==> src/rtl/mul_accum.sv <==
// Sums N_TERMS unsigned products from the sequential multiplier and presents
// each finished sum on a valid/ready handshake, with a one-entry pending buffer.
//
//   state | meaning
//   ACCUM | collecting products; sum_valid=0
//   HOLD  | finished sum presented; waiting for sum_ready
module mul_accum #(
    parameter int IN_W    = 17,
    parameter int ACC_W   = 20,
    parameter int N_TERMS = 4
) (
    input  logic             ck,
    input  logic             rst,
    input  logic [IN_W-1:0]  prod_in,
    input  logic             prod_fin,
    input  logic             clr,
    output logic [ACC_W-1:0] sum_out,
    output logic             sum_valid,
    input  logic             sum_ready,
    output logic             ovf,
    output logic             overrun
);

    localparam int CNT_W = $clog2(N_TERMS + 1);
    localparam logic [CNT_W-1:0] TERMS = CNT_W'(N_TERMS);

    typedef enum logic {ACCUM, HOLD} state_t;

    state_t            state;
    logic [ACC_W-1:0]  acc;
    logic [CNT_W-1:0]  count;
    logic [IN_W-1:0]   pend;
    logic              pend_v;

    logic [ACC_W:0]    acc_sum;
    logic              acc_carry;
    logic [ACC_W-1:0]  acc_sat;
    logic [CNT_W-1:0]  count_nxt;

    logic [ACC_W:0]    xfer_sum;
    logic              xfer_carry;
    logic [ACC_W-1:0]  xfer_sat;
    logic [CNT_W-1:0]  xfer_cnt;
    logic              transfer;

    // One extra bit catches the carry; a saturated acc stays all-ones because
    // any further addition also carries out.
    assign acc_sum   = {1'b0, acc} + (ACC_W+1)'(prod_in);
    assign acc_carry = acc_sum[ACC_W];
    assign acc_sat   = acc_carry ? '1 : acc_sum[ACC_W-1:0];
    assign count_nxt = count + 1'b1;

    // On a transfer, the next result starts from whatever was pending plus a
    // product landing in the same cycle.
    assign xfer_sum   = (ACC_W+1)'(pend_v ? pend : '0)
                      + (ACC_W+1)'(prod_fin ? prod_in : '0);
    assign xfer_carry = xfer_sum[ACC_W];
    assign xfer_sat   = xfer_carry ? '1 : xfer_sum[ACC_W-1:0];
    assign xfer_cnt   = CNT_W'(pend_v) + CNT_W'(prod_fin);

    assign transfer = sum_valid & sum_ready;
    assign sum_out  = acc;

    always_ff @(posedge ck) begin
        if (rst || clr) begin
            state     <= ACCUM;
            sum_valid <= 1'b0;
            acc       <= '0;
            count     <= '0;
            pend      <= '0;
            pend_v    <= 1'b0;
            ovf       <= 1'b0;
            overrun   <= 1'b0;
        end else begin
            case (state)
                ACCUM: begin
                    if (prod_fin) begin
                        acc   <= acc_sat;
                        ovf   <= ovf | acc_carry;
                        count <= count_nxt;
                        if (count_nxt == TERMS) begin
                            state     <= HOLD;
                            sum_valid <= 1'b1;
                        end
                    end
                end
                HOLD: begin
                    if (transfer) begin
                        acc    <= xfer_sat;
                        ovf    <= xfer_carry;
                        count  <= xfer_cnt;
                        pend_v <= 1'b0;
                        if (xfer_cnt == TERMS) begin
                            state     <= HOLD;
                            sum_valid <= 1'b1;
                        end else begin
                            state     <= ACCUM;
                            sum_valid <= 1'b0;
                        end
                    end else if (prod_fin) begin
                        if (!pend_v) begin
                            pend   <= prod_in;
                            pend_v <= 1'b1;
                        end else begin
                            overrun <= 1'b1;
                        end
                    end
                end
                default: begin
                    state     <= ACCUM;
                    sum_valid <= 1'b0;
                end
            endcase
        end
    end

endmodule

==> config.mk <==
export PLATFORM = sky130hd
export DESIGN_NAME = mul_accum
export DESIGN_NICKNAME = d
export VERILOG_FILES = /design/src/rtl/mul_accum.sv
export SDC_FILE = /design/constraint.sdc
export NUM_CORES = 1
export LEC_CHECK = 0
export CORE_AREA = 4 4 101 103
export CTS_CLUSTER_DIAMETER = 120
export DETAILED_ROUTE_END_ITERATION = 6
export DIE_AREA = 0 0 105 107
export GPL_TIMING_DRIVEN = 0
export MAX_ROUTING_LAYER = met4
export SYNTH_ARGS = -nofsm -noshare
export SYNTH_HDL_FRONTEND = slang
export SYNTH_SLANG_ARGS = --single-unit
export TNS_END_PERCENT = 20
==> constraint.sdc <==
create_clock -name ck -period 2.6 [get_ports ck]
set_input_delay 0.39 -clock ck [delete_from_list [all_inputs] [get_ports ck]]
set_output_delay 0.39 -clock ck [all_outputs]
set_load 0.01 [all_outputs]
==> reports/results.ini, run 1 <==
[global_route]
grt_pass1_wl_mm=18.2
grt-ovfl-total=0
grt_pass1_vias=3570
grt_max_degree=14
track_usage=0.205
antenna_found_initial=0

[routing]
drt_iter0_markers=228
first_pass_iters=5
ant_nets=0
routed_via_density=5.76
drc=0
wl_mm=11.3
num_vias=3704
avgRoutedWirePerCell_um=17.6

[die]
initial_core_util=0.397
core_area_um2=9200
die_area_um2=11200
row_count=35
die_h_um=107
die_width_um=105
io_pins=45

[logic_synthesis]
ys_types=58
syn_inst=469
yosysSeqAreaShare=0.246
ys.flop_type=dfxtp_1
netlist_area_um2=3650
async_flop_share=0
avgSynthCellArea_um2=7.79
yosysWarnings=0
synth_edf_count=0
syn-num-nets=530
synth_seq_cells=45

[worst_setup_path]
worstPathCellList=clkbuf_16, and2_4, ha_4, inv_2, fa_2, nor2b_2, o31a_1, o21ai_2, nand2b_1, a211oi_2, xor2_1, o32ai_2
endpoint_kind=flip-flop
critPathMaxFanout=5
r2r_slack_ns=-0.03
worst_ep_required_time_ns=2.78
cpPeakStageDelay_ns=0.37
startpoint_type=flip-flop
critPathSlowestCell=dfxtp_4
critPathArrivalTime_ns=2.81
crit_type=reg -> reg

[power]
p_leak_nw=1.87
ir_worst_vdd_v=0.000205
p_per_area_nw_per_um2=357

[timing]
min_period_ns=2.63
final_max_slew_viol_count=0
timing.hold.ws_ns=0.404
setup_ws_ns=-0.0311
fmaxAchievable_mhz=380
slew_headroom=0.450
skew_ns=0.0112
finalCritPeriodShare=1.01
setup_viol=2
setup_tns_ns=-0.0471
rsz0062_at_grt=yes
hold_violations=0
worst_slew_pin_slew_ns=0.822

[layout]
layout_commonest_cell=nand2_1
fin_util=0.510
final-seq-area_um2=905
mostFrequentLayoutCells=nand2_1, a21oi_1, dfxtp_1
syn2layout_area_growth_pct=28.2
drive_gt1_frac=0.145
n_antenna_cell=0
multi_input_area_um2=2850
nets=592
num-fill-cells=902

[min_path]
hp-class=in -> reg

[clock_tree]
cts_tree=yes
cts_buffers=5
htree_levels=2
postCtsHoldBufs=0
clock_path_buffers=2
clockRootBuffer=clkbuf_8
cts_sinks=45
clk-insertion-delay-late_ns=0.31
clk_pin_slew_ns=0.09

[placed_design]
place.gp.congestion=0.993
io_buffer_count=44
dp_hpwl_mm=8.42

[flow_run]
maxCapViolations=0

[status]
violations=setup timing
status=finished, violations left

==> report_power, final <==
part	internal, mW	switching, mW	total, mW
logic	0.176	0.211	0.387
registers	0.702	0.0145	0.716
clock network	0.314	0.255	0.569
total	1.19	0.481	1.67
==> critical path: cells and delay by family (launching register included) <==
family | cells | cell delay (ns)
AOI/OAI and AO/OA | 4 | 0.93
DFF | 1 | 0.37
adders and majority gates | 2 | 0.38
buffers and inverters | 2 | 0.21
xor gates and xnor gates | 1 | 0.28
and+or+nand+nor | 3 | 0.35
==> sequential cells by signal, indices dropped and copies added, names as in the netlist <==
register / flops
count: 3
overrun: 1
ovf: 1
pend: 17
pend_v: 1
state: 1
sum_out: 20
sum_valid: 1
==> cell usage after synthesis (all sizes together) (3+ instances only) <==
master	n	share of area
and3	4	0.0068
o221ai	3	0.0072
or2	3	0.0051
nor2b	3	0.0051
o211ai	13	0.032
dfxtp	45	0.25
a22oi	4	0.0082
o21ai	22	0.031
inv	6	0.0062
a31oi	7	0.012
a21o	9	0.018
nor2	31	0.034
o31ai	3	0.0062
nand4	4	0.0068
ha	37	0.13
xor2	17	0.041
nor3	7	0.0096
a41o	3	0.0082
xnor2	13	0.031
nand2b	4	0.0068
a211oi	8	0.018
a21oi	53	0.074
nand3	14	0.019
nand2	64	0.066
o21a	5	0.010
clkbuf	18	0.019
and2	33	0.056
a221oi	5	0.014
==> cells by family (layout without fill, tap and decap cells) <==
kind of cell,after synthesis,after routing,synth area share
adder cells (fa/ha/maj),39,39,0.138
buffers and inverters,26,89,0.0277
XOR/XNOR,30,30,0.0719
AND/OR/NAND/NOR,176,176,0.235
AO/OA/AOI/OAI,153,153,0.281
flip-flops,45,45,0.246
==> through the flow <==
stage          cells  setup slack, ns  power, mW  area [um^2]
2_1_floorplan    469           0.0433      0.958         3660
3_3_place_gp     624            -1.11       1.09         4240
3_5_place_dp     624            -1.12       1.09         4240
4_1_cts          639           -0.142       1.68         4540
5_1_grt          643           -0.107       1.75         4690
6_report         643          -0.0311       1.67         4690
==> final timing paths <==
| check | startpoint | end | cells after the start |
|---|---|---|---|
| setup / recovery | pend_v | sum_out[14] | 12 |
| hold reg to reg | pend[16] | pend[16] | 2 |
| hold / removal | prod_in[0] | pend[0] | 3 |
| setup reg to reg | pend_v | sum_out[14] | 12 |
==> per-layer routing <==
metal  wire (um)  vias up  part of all wire  GRT usage
met4         146        0             0.013     0.0450
met2        5160      114              0.46      0.326
met3         572       13             0.051     0.0289
met5           0        -                 0          -
li1            -     1837                 -          -
met1        5410     1740              0.48      0.279
==> final cells by class <==
| type | instances | share of cell area |
|---|---|---|
| plain buffers | 18 | 0.0243 |
| clock buffers | 7 | 0.0184 |
| flip-flops and latches | 45 | 0.193 |
| repair buffers | 57 | 0.116 |
| inverters | 6 | 0.00481 |
| well taps | 111 | 0.0296 |
| clock inverters | 1 | 0.00641 |
| multi-input cells | 398 | 0.607 |
==> what timing repair did <==
action | CTS | global route
gates resized for setup | 34 | 30
setup endpoints to repair | 19 | 15
pin swaps | 14 | 20
endpoints found under the hold margin | 0 | 0
buffers inserted | 8 | 5
gates cloned | 0 | 0
Note: power is estimated with default switching activity, not from simulation.
==> run 2: changes to the inputs <==
- PLACE_DENSITY: not set -> 0.62
==> run 2 against run 1 <==
Compared with the run above:
- the flow now finishes without violations
- clock skew rose by 0.0054 ns
- final cell count rose by 1.1%
- global-route usage increased by 0.64 points
- combinational power up 5%
- register-to-register slack gained 0.08 ns
- hold slack gained 0.016 ns
- flip-flop and latch count unchanged
- total power is 4.6% lower
- sequential share of layout area fell by 0.51 points
- wire length increased by 2.9%
- first-iteration DRC count up 11%
==> reports/results.ini, run 2 (synthesis gave the netlist of run 1 again) <==
[timing]
fmaxAchievable_mhz=389  ; +2.5%
slew_headroom=0.493  ; +0.0434
finalCritPeriodShare=0.988  ; -0.0243
setup_tns_ns=0  ; +0.0471 ns
final_max_slew_viol_count=0  ; unchanged
setup_ws_ns=0.0320  ; +0.0632 ns
worst_slew_pin_slew_ns=0.757  ; -0.0649 ns
rsz0062_at_grt=yes
hold_violations=0  ; unchanged
setup_viol=0  ; -2
min_period_ns=2.57  ; -0.0632 ns
skew_ns=0.0165  ; +0.00539 ns

[global_route]
grt_max_degree=13  ; -1
antenna_found_initial=0  ; unchanged
grt_pass1_wl_mm=18.6  ; +2.5%
grt-ovfl-total=0  ; unchanged
track_usage=0.212  ; +0.00644
grt_pass1_vias=3632  ; +1.7%

[routing]
avgRoutedWirePerCell_um=17.9  ; +1.8%
drc=0  ; unchanged
num_vias=3818  ; +3.1%
routed_via_density=5.87  ; +2.0%
wl_mm=11.6  ; +2.9%
drt_iter0_markers=252  ; +11%
ant_nets=0  ; unchanged
first_pass_iters=5  ; unchanged

[layout]
syn2layout_area_growth_pct=31.3
stdcell_area_um2=4800  ; +2.4%
fin_util=0.522  ; +0.0122
n_antenna_cell=0  ; unchanged
num-fill-cells=895  ; -0.78%
mostFrequentLayoutCells=nand2_1, a21oi_1, dfxtp_1
layout_commonest_cell=nand2_1
drive_gt1_frac=0.158  ; +0.0130
largest_reg_flops=20  ; unchanged
nets=600  ; +1.4%

[power]
seqPwrFrac=0.451  ; +0.023
net-switching-power_mw=0.494  ; +2.8%
p_sw_frac=0.309  ; +0.0220
p_clk_frac=0.295  ; -0.045
p_leak_nw=1.91  ; +1.7%
p_per_area_nw_per_um2=333  ; -6.8%
ir_worst_vdd_v=0.000196  ; -4.3%
p_comb_frac=0.255  ; +0.024
intPower_mw=1.10  ; -7.5%

[die]
die_area_um2=11200  ; unchanged
io_pins=45  ; unchanged
row_count=35  ; unchanged
die_width_um=105  ; unchanged
initial_core_util=0.397  ; unchanged
die_h_um=107  ; unchanged
core_area_um2=9200  ; unchanged

[worst_setup_path]
crit_type=in -> reg
critPathArrivalTime_ns=2.78  ; -0.03 ns
worst_ep_required_time_ns=2.81  ; +0.03 ns
startpoint_type=input port
critPathMaxFanout=4  ; -1
endpoint_kind=flip-flop

[clock_tree]
cts_buffers=5  ; unchanged
cts_sinks=45  ; unchanged
clk-insertion-delay-late_ns=0.31  ; about the same
clk_pin_slew_ns=0.09  ; about the same
clockRootBuffer=clkbuf_8
htree_levels=2  ; unchanged
postCtsHoldBufs=0  ; unchanged
clock_path_buffers=2  ; unchanged
cts_tree=yes

[placed_design]
dpl_worst_slack_ns=-1.11  ; +0.0117 ns
postPlaceCellArea_um2=4240  ; unchanged
io_buffer_count=44  ; unchanged
dp_hpwl_mm=8.55  ; +1.5%
place.gp.congestion=0.943  ; -5.0%

[status]
status=finished, final reports clean

[flow_run]
maxCapViolations=0  ; unchanged

[min_path]
hp-class=in -> reg

[run 2: critical path, cell delays in order]
cell and delay, ns:
clkdlybuf4s50_1 0.50, and2_1 0.17, ha_4 0.22, nor2b_2 0.16, o31a_1 0.29, or3_4 0.42, a31oi_4 0.19, xor2_2 0.17
a22oi_2 0.06, a22o_1 0.19
[run 2: final timing paths]
kind | start | to | slack [ns] | cells after the start
worst min register to register | pend[16] | pend[16] | 0.46 | 2
worst max-delay path | prod_in[2] | sum_out[10] | 0.03 | 10
worst min-delay path | prod_in[7] | pend[7] | 0.42 | 3
worst max register to register | pend_v | sum_out[10] | 0.05 | 12
[run 2: through the flow]
step / instances / hold slack [ns] / power [mW]
finish: 650 / 0.421 / 1.60
detailed placement: 624 / 0.445 / 1.09
CTS: 646 / 0.458 / 1.58
global placement: 624 / 0.441 / 1.09
floorplan: 469 / 0.432 / 0.958
global route: 650 / 0.427 / 1.67
[run 2: power by group through the flow]
| stage | Combinational (mW) | Clock (mW) | Sequential [mW] |
|---|---|---|---|
| detailed placement | 0.355 | 0 | 0.734 |
| global placement | 0.352 | 0 | 0.733 |
| global route | 0.441 | 0.510 | 0.721 |
| CTS | 0.376 | 0.487 | 0.718 |
| finish | 0.406 | 0.470 | 0.720 |
| floorplan | 0.222 | 0 | 0.736 |
[run 2: routing by layer]
metal	part of all wire	vias up	wire, um	global-route usage
met3	0.051	18	589	0.0283
met4	0.019	0	224	0.0553
li1	-	1848	-	-
met1	0.45	1840	5230	0.272
met5	0	-	0	-
met2	0.48	112	5570	0.353
[run 2: repair_timing]
item,CTS,global route
setup endpoints to repair,19,19
gates resized for setup,42,28
pin swaps,19,21
buffers inserted,15,6
gates cloned,0,0
[run 2: layout make-up]
| class | instances | area [um^2] | area share |
|---|---|---|---|
| Timing Repair Buffer | 65 | 614 | 0.128 |
| Buffer | 18 | 114 | 0.0237 |
| Inverter | 6 | 22.5 | 0.00469 |
| Clock buffer | 7 | 86.3 | 0.0180 |
| Sequential cell | 45 | 902 | 0.188 |
| Tap cell | 111 | 139 | 0.0289 |
| Multi-Input combinational cell | 398 | 2920 | 0.609 |
==> RTL change 1 (settings of run 2) <==
Register the output `ovf` once more; this adds one clock of latency there. The other outputs are not delayed to match.
--- a/src/rtl/mul_accum.sv
+++ b/src/rtl/mul_accum.sv
@@ -25,6 +25,8 @@
     localparam logic [CNT_W-1:0] TERMS = CNT_W'(N_TERMS);
 
     typedef enum logic {ACCUM, HOLD} state_t;
+
+    logic ovf_s0;
 
     state_t            state;
     logic [ACC_W-1:0]  acc;
@@ -69,14 +71,14 @@
             count     <= '0;
             pend      <= '0;
             pend_v    <= 1'b0;
-            ovf       <= 1'b0;
+            ovf_s0    <= 1'b0;
             overrun   <= 1'b0;
         end else begin
             case (state)
                 ACCUM: begin
                     if (prod_fin) begin
                         acc   <= acc_sat;
-                        ovf   <= ovf | acc_carry;
+                        ovf_s0 <= ovf_s0 | acc_carry;
                         count <= count_nxt;
                         if (count_nxt == TERMS) begin
                             state     <= HOLD;
@@ -87,7 +89,7 @@
                 HOLD: begin
                     if (transfer) begin
                         acc    <= xfer_sat;
-                        ovf    <= xfer_carry;
+                        ovf_s0 <= xfer_carry;
                         count  <= xfer_cnt;
                         pend_v <= 1'b0;
                         if (xfer_cnt == TERMS) begin
@@ -114,5 +116,9 @@
         end
     end
 
+    always_ff @(posedge ck) begin
+        ovf <= ovf_s0;
+    end
+
 endmodule
 
Formal check against the unedited RTL: same outputs for any inputs over 10 cycles, from zero or initial values; that may be too few to reach the edited logic, so the function may still have changed.
==> RTL change 1 against run 2 <==
- the flow now finishes with violations (negative setup slack)
- largest cell class unchanged
- wire length is 2.4% lower
- cell area is 0.42% higher
- sequential cell count is 1 higher
- core utilization is 0.22 points higher
- critical path depth is 4 higher
- worst setup slack worse by 210 ps
- total power is 1.3% higher
- synthesized area is 1.9% higher
==> RTL change 1: results (changes against run 2) <==
Run status = complete, but fails checks
Failing checks = negative setup slack
YS warnings = 0 (unchanged)
Syn Nets = 543 (+2.5%)
Worst-Skew Late Latency = 310 ps (about the same)
Ys async rst share = 0% (unchanged)
Layout Nets = 607 (+1.2%)
Vias in the first global route = 3,588 (-1.2%)
Post-cts sizing count = 50 (+19%)
Max-slew headroom = 52.2% (+2.9 points)
Syn Inst Count = 482 (+2.8%)
Largest net degree at the start of global routing = 16 (+3)
Distinct cell type count after synthesis = 59 (+1.7%)
Total global-route track usage = 20.7% (-0.49 points)
Routed vias = 3,771 (-1.2%)
DR vias/cell = 5.73 (-2.4%)
Max FO, Critical Path = 10 (+6)
Area after DPL = 4310 um2 (+1.6%)
Leak Pwr = 0.00187 uW (-1.7%)
Input/output buffers = 44 (unchanged)
Clock-pin slew on the worst setup and hold paths = 100 ps
Main area contributors after synthesis = dfxtp_1, ha_1, a21oi_1, nand2_1, and2_1
Drt pass-1 iters = 5 (unchanged)
Yosys top cell by area = dfxtp_1
Layout cell share with drive strength beyond 1 = 15.5% (-0.23 points)
H-tree levels = 2 (unchanged)
Root Driver = clkbuf_8
Post-placement setup slack = -1300 ps (-186 ps)
Synth Flop Type = dfxtp_1
Maximum clock path buffer count = 2 (unchanged)
GPL Wtd Cong = 0.877 (-7.0%)
Synth top cells by count = nand2_1, a21oi_1, dfxtp_1, ha_1, and2_1
Worst VDD drop = 182 uV (-7.3%)
Initial drt markers = 237 (-6.0%)
HPWL Detailed = 8.50 mm (-0.57%)
Diode count = 0 (unchanged)
Drt total wl = 11.3 mm (-2.4%)
WP data arrival = 2980 ps (+200 ps)
Worst min-delay path category = reg -> reg
Setup_tns = -332 ps (-332 ps)
Final ANT Viol Nets = 0 (unchanged)
Max reg flops = 20 (unchanged)
Final WS setup = -177 ps (-209 ps)
Initial antenna violation count = 0 (unchanged)
First-pass GRT wire length = 18.2 mm (-2.1%)
CTS Buf Count = 5 (unchanged)
Sequential area share after synthesis = 24.7% (+0.074 points)
# placed instances = 637 (+2.1%)
Final clock skew = 5.95 ps (-10.6 ps)
# Post-CTS Setup Buffers = 11 (-4)
Setup Viol. Count Final = 2 (+2)
-- RTL change 1: where the power goes --
group / total (uW) / internal [uW] / switching (uW)
combinational: 415 / 197 / 218
sequential: 735 / 718 / 16.2
clock: 468 / 190 / 278
total: 1620 / 1110 / 512
-- RTL change 1: final cells by class --
class,count,area (um2)
Buffer,19,128
Clock buffer,5,68.8
Clock inverter,3,21.3
Fill cell,888,4380
Inverter,12,45.0
Multi-Input combinational cell,404,2930
Sequential cell,46,922
Tap cell,111,139
Timing Repair Buffer,58,563
-- RTL change 1: critical path, stage by stage --
cell      delay [ps]
clkbuf_4         150
buf_8            130
buf_8            130
and2_4           160
ha_4             160
inv_2             50
fa_2             240
nor2b_4           50
o31a_4           350
o32ai_4          320
o22ai_2          120
o41a_1           350
xor2_1           170
o221a_1          220
-- RTL change 1: cells by family (layout without fill, tap and decap cells) --
kind of cell               Yosys count  in the layout  synth area share (%)
buffers and inverters               32             97                  3.49
and+or+nand+nor                    184            184                  23.9
xor gates and xnor gates            26             26                  6.11
adders and majority gates           39             39                  13.5
DFF                                 46             46                  24.7
AOI/OAI and AO/OA                  155            155                  28.2
-- RTL change 1: path summary, 6_finish.rpt --
kind / from / end / slack (ps) / cells after the start
worst max register to register: pend_v / sum_out[16] / -150 / 12
worst min-delay path: ovf_s0 / ovf / 370 / 0
worst max-delay path: prod_fin / sum_out[16] / -180 / 14
worst min register to register: ovf_s0 / ovf / 370 / 0
-- RTL change 1: per-layer routing --
metal / global-route usage [%] / wire length (um) / vias to the layer above
met1: 27.4 / 5360 / 1788
met5: - / 0 / -
li1: - / - / 1876
met3: 3.19 / 565 / 11
met2: 33.2 / 5290 / 96
met4: 5.34 / 124 / 0
==> RTL change 2 (settings of run 2) <==
Made on the original files. Set the parameter `N_TERMS` to 8 (it was 4).
--- a/src/rtl/mul_accum.sv
+++ b/src/rtl/mul_accum.sv
@@ -7,7 +7,7 @@
 module mul_accum #(
     parameter int IN_W    = 17,
     parameter int ACC_W   = 20,
-    parameter int N_TERMS = 4
+    parameter int N_TERMS = 8
 ) (
     input  logic             ck,
     input  logic             rst,
Check against the original RTL: not equivalent (Yosys sat finds a counterexample within 10 cycles, from zero or initial values).
==> RTL change 2 against run 2 <==
- synthesized area rose by 2.9%
- first-iteration DRC count fell by 27%
- worst setup slack lost 4.7 ps
- clock skew down 0.90 ps
- via count increased by 0.42%
- cell area increased by 3.2%
- sequential cell count increased by 1
- wire length increased by 3.1%
- cell count rose by 2.6%
- core utilization up 1.7 points
- count of clock-buffer cells in the layout is 2 lower
- total power grew 1.5%
- largest power group unchanged
==> RTL change 2: results (changes against run 2) <==
Vias in the first global route = 3,776 (+4.0%)
Seq group = 733 uW (+2%)
First-pass GRT wire length = 19.3 mm (+3.6%)
NetSw = 524 uW (+6.0%)
HPWL Detailed = 8.80 mm (+3.0%)
Worst VDD drop = 246 uV (+26%)
Filler cells = 900 (+0.56%)
Run status = completed
R2R setup slack = 30 ps (-20 ps)
Final clock skew = 15.6 ps (-0.903 ps)
Timing-limited maximum frequency = 389 MHz (-0.18%)
Main area contributors after synthesis = dfxtp_1, ha_1, a21oi_1, nand2_1, and2_1
WHS = 395 ps (-25.5 ps)
Wirelength per Cell = 18.0 um (+0.51%)
Drt pass-1 iters = 4 (-1)
Post-placement setup slack = -1170 ps (-56.0 ps)
Sequential area share after synthesis = 24.5% (-0.16 points)
DR vias/cell = 5.75 (-2.1%)
Routed vias = 3,834 (+0.42%)
Design area = 4950 um2 (+3.2%)
Initial drt markers = 184 (-27%)
Layout Nets = 615 (+2.5%)
Total global-route track usage = 21.8% (+0.65 points)
Leak Pwr = 0.00194 uW (+1.6%)
Syn_area_per_cell = 7.68 um2 (-1.5%)
GPL Wtd Cong = 0.916 (-2.9%)
Layout cell share with drive strength beyond 1 = 16.9% (+1.1 points)
Worst hold path cell count = 3 (unchanged)
Largest net degree at the start of global routing = 17 (+4)
Distinct cell type count after synthesis = 60 (+3.4%)
Area after DPL = 4400 um2 (+3.7%)
# placed instances = 645 (+3.4%)
## RTL change 2: cell count changes in the layout (fill, tap and decap cells not counted), sizes merged, moves of 7 or more
cell,run 2,this run
a21oi,53,60
nand2,64,77
o211ai,13,4
inv,6,13
o31ai,3,13
a211oi,8,20
## RTL change 2: critical path: stages, from the launching register on
cell       delay, ps
dfxtp_4          380
clkbuf_16        130
and2_4           140
ha_4             130
inv_2             30
fa_2             350
nand2b_4         170
a21oi_4          210
o32ai_4          130
o31ai_4          320
o31a_1           210
xnor2_2          150
o32ai_2          100
## RTL change 2: cell type report
cell class	count	share of cell area, %
plain buffers	21	2.73
clock buffers	5	1.39
clock inverters	3	0.480
inverters	12	0.909
multi-input cells	410	61.6
flip-flops and latches	46	18.7
well taps	111	2.80
repair buffers	59	11.4
## RTL change 2: final timing paths
kind          startpoint           to
max               pend_v  sum_out[14]
min reg2reg      pend[8]      pend[8]
min          prod_in[13]     pend[13]
max reg2reg       pend_v  sum_out[14]
## RTL change 2: routing by layer
metal	GRT usage, %	share of wire, %
met1	27.4	45
met2	36.2	49
met3	3.19	4.4
met4	7.31	2.1
met5	-	0
## RTL change 2: cells by family after synthesis
| logic type | Yosys count | synth area share, % |
|---|---|---|
| fa+ha+maj | 38 | 13.0 |
| compound gates | 161 | 28.7 |
| mux | 1 | 0.266 |
| simple gates | 187 | 24.2 |
| flops | 46 | 24.5 |
| xor+xnor | 23 | 5.36 |
| buf+inv | 34 | 3.89 |
## RTL change 2: what timing repair did
| item | CTS | global route |
|---|---|---|
| endpoints found under the setup margin | 21 | 20 |
| gates resized for setup | 43 | 40 |
| pin swaps | 27 | 19 |
| buffers inserted | 13 | 2 |
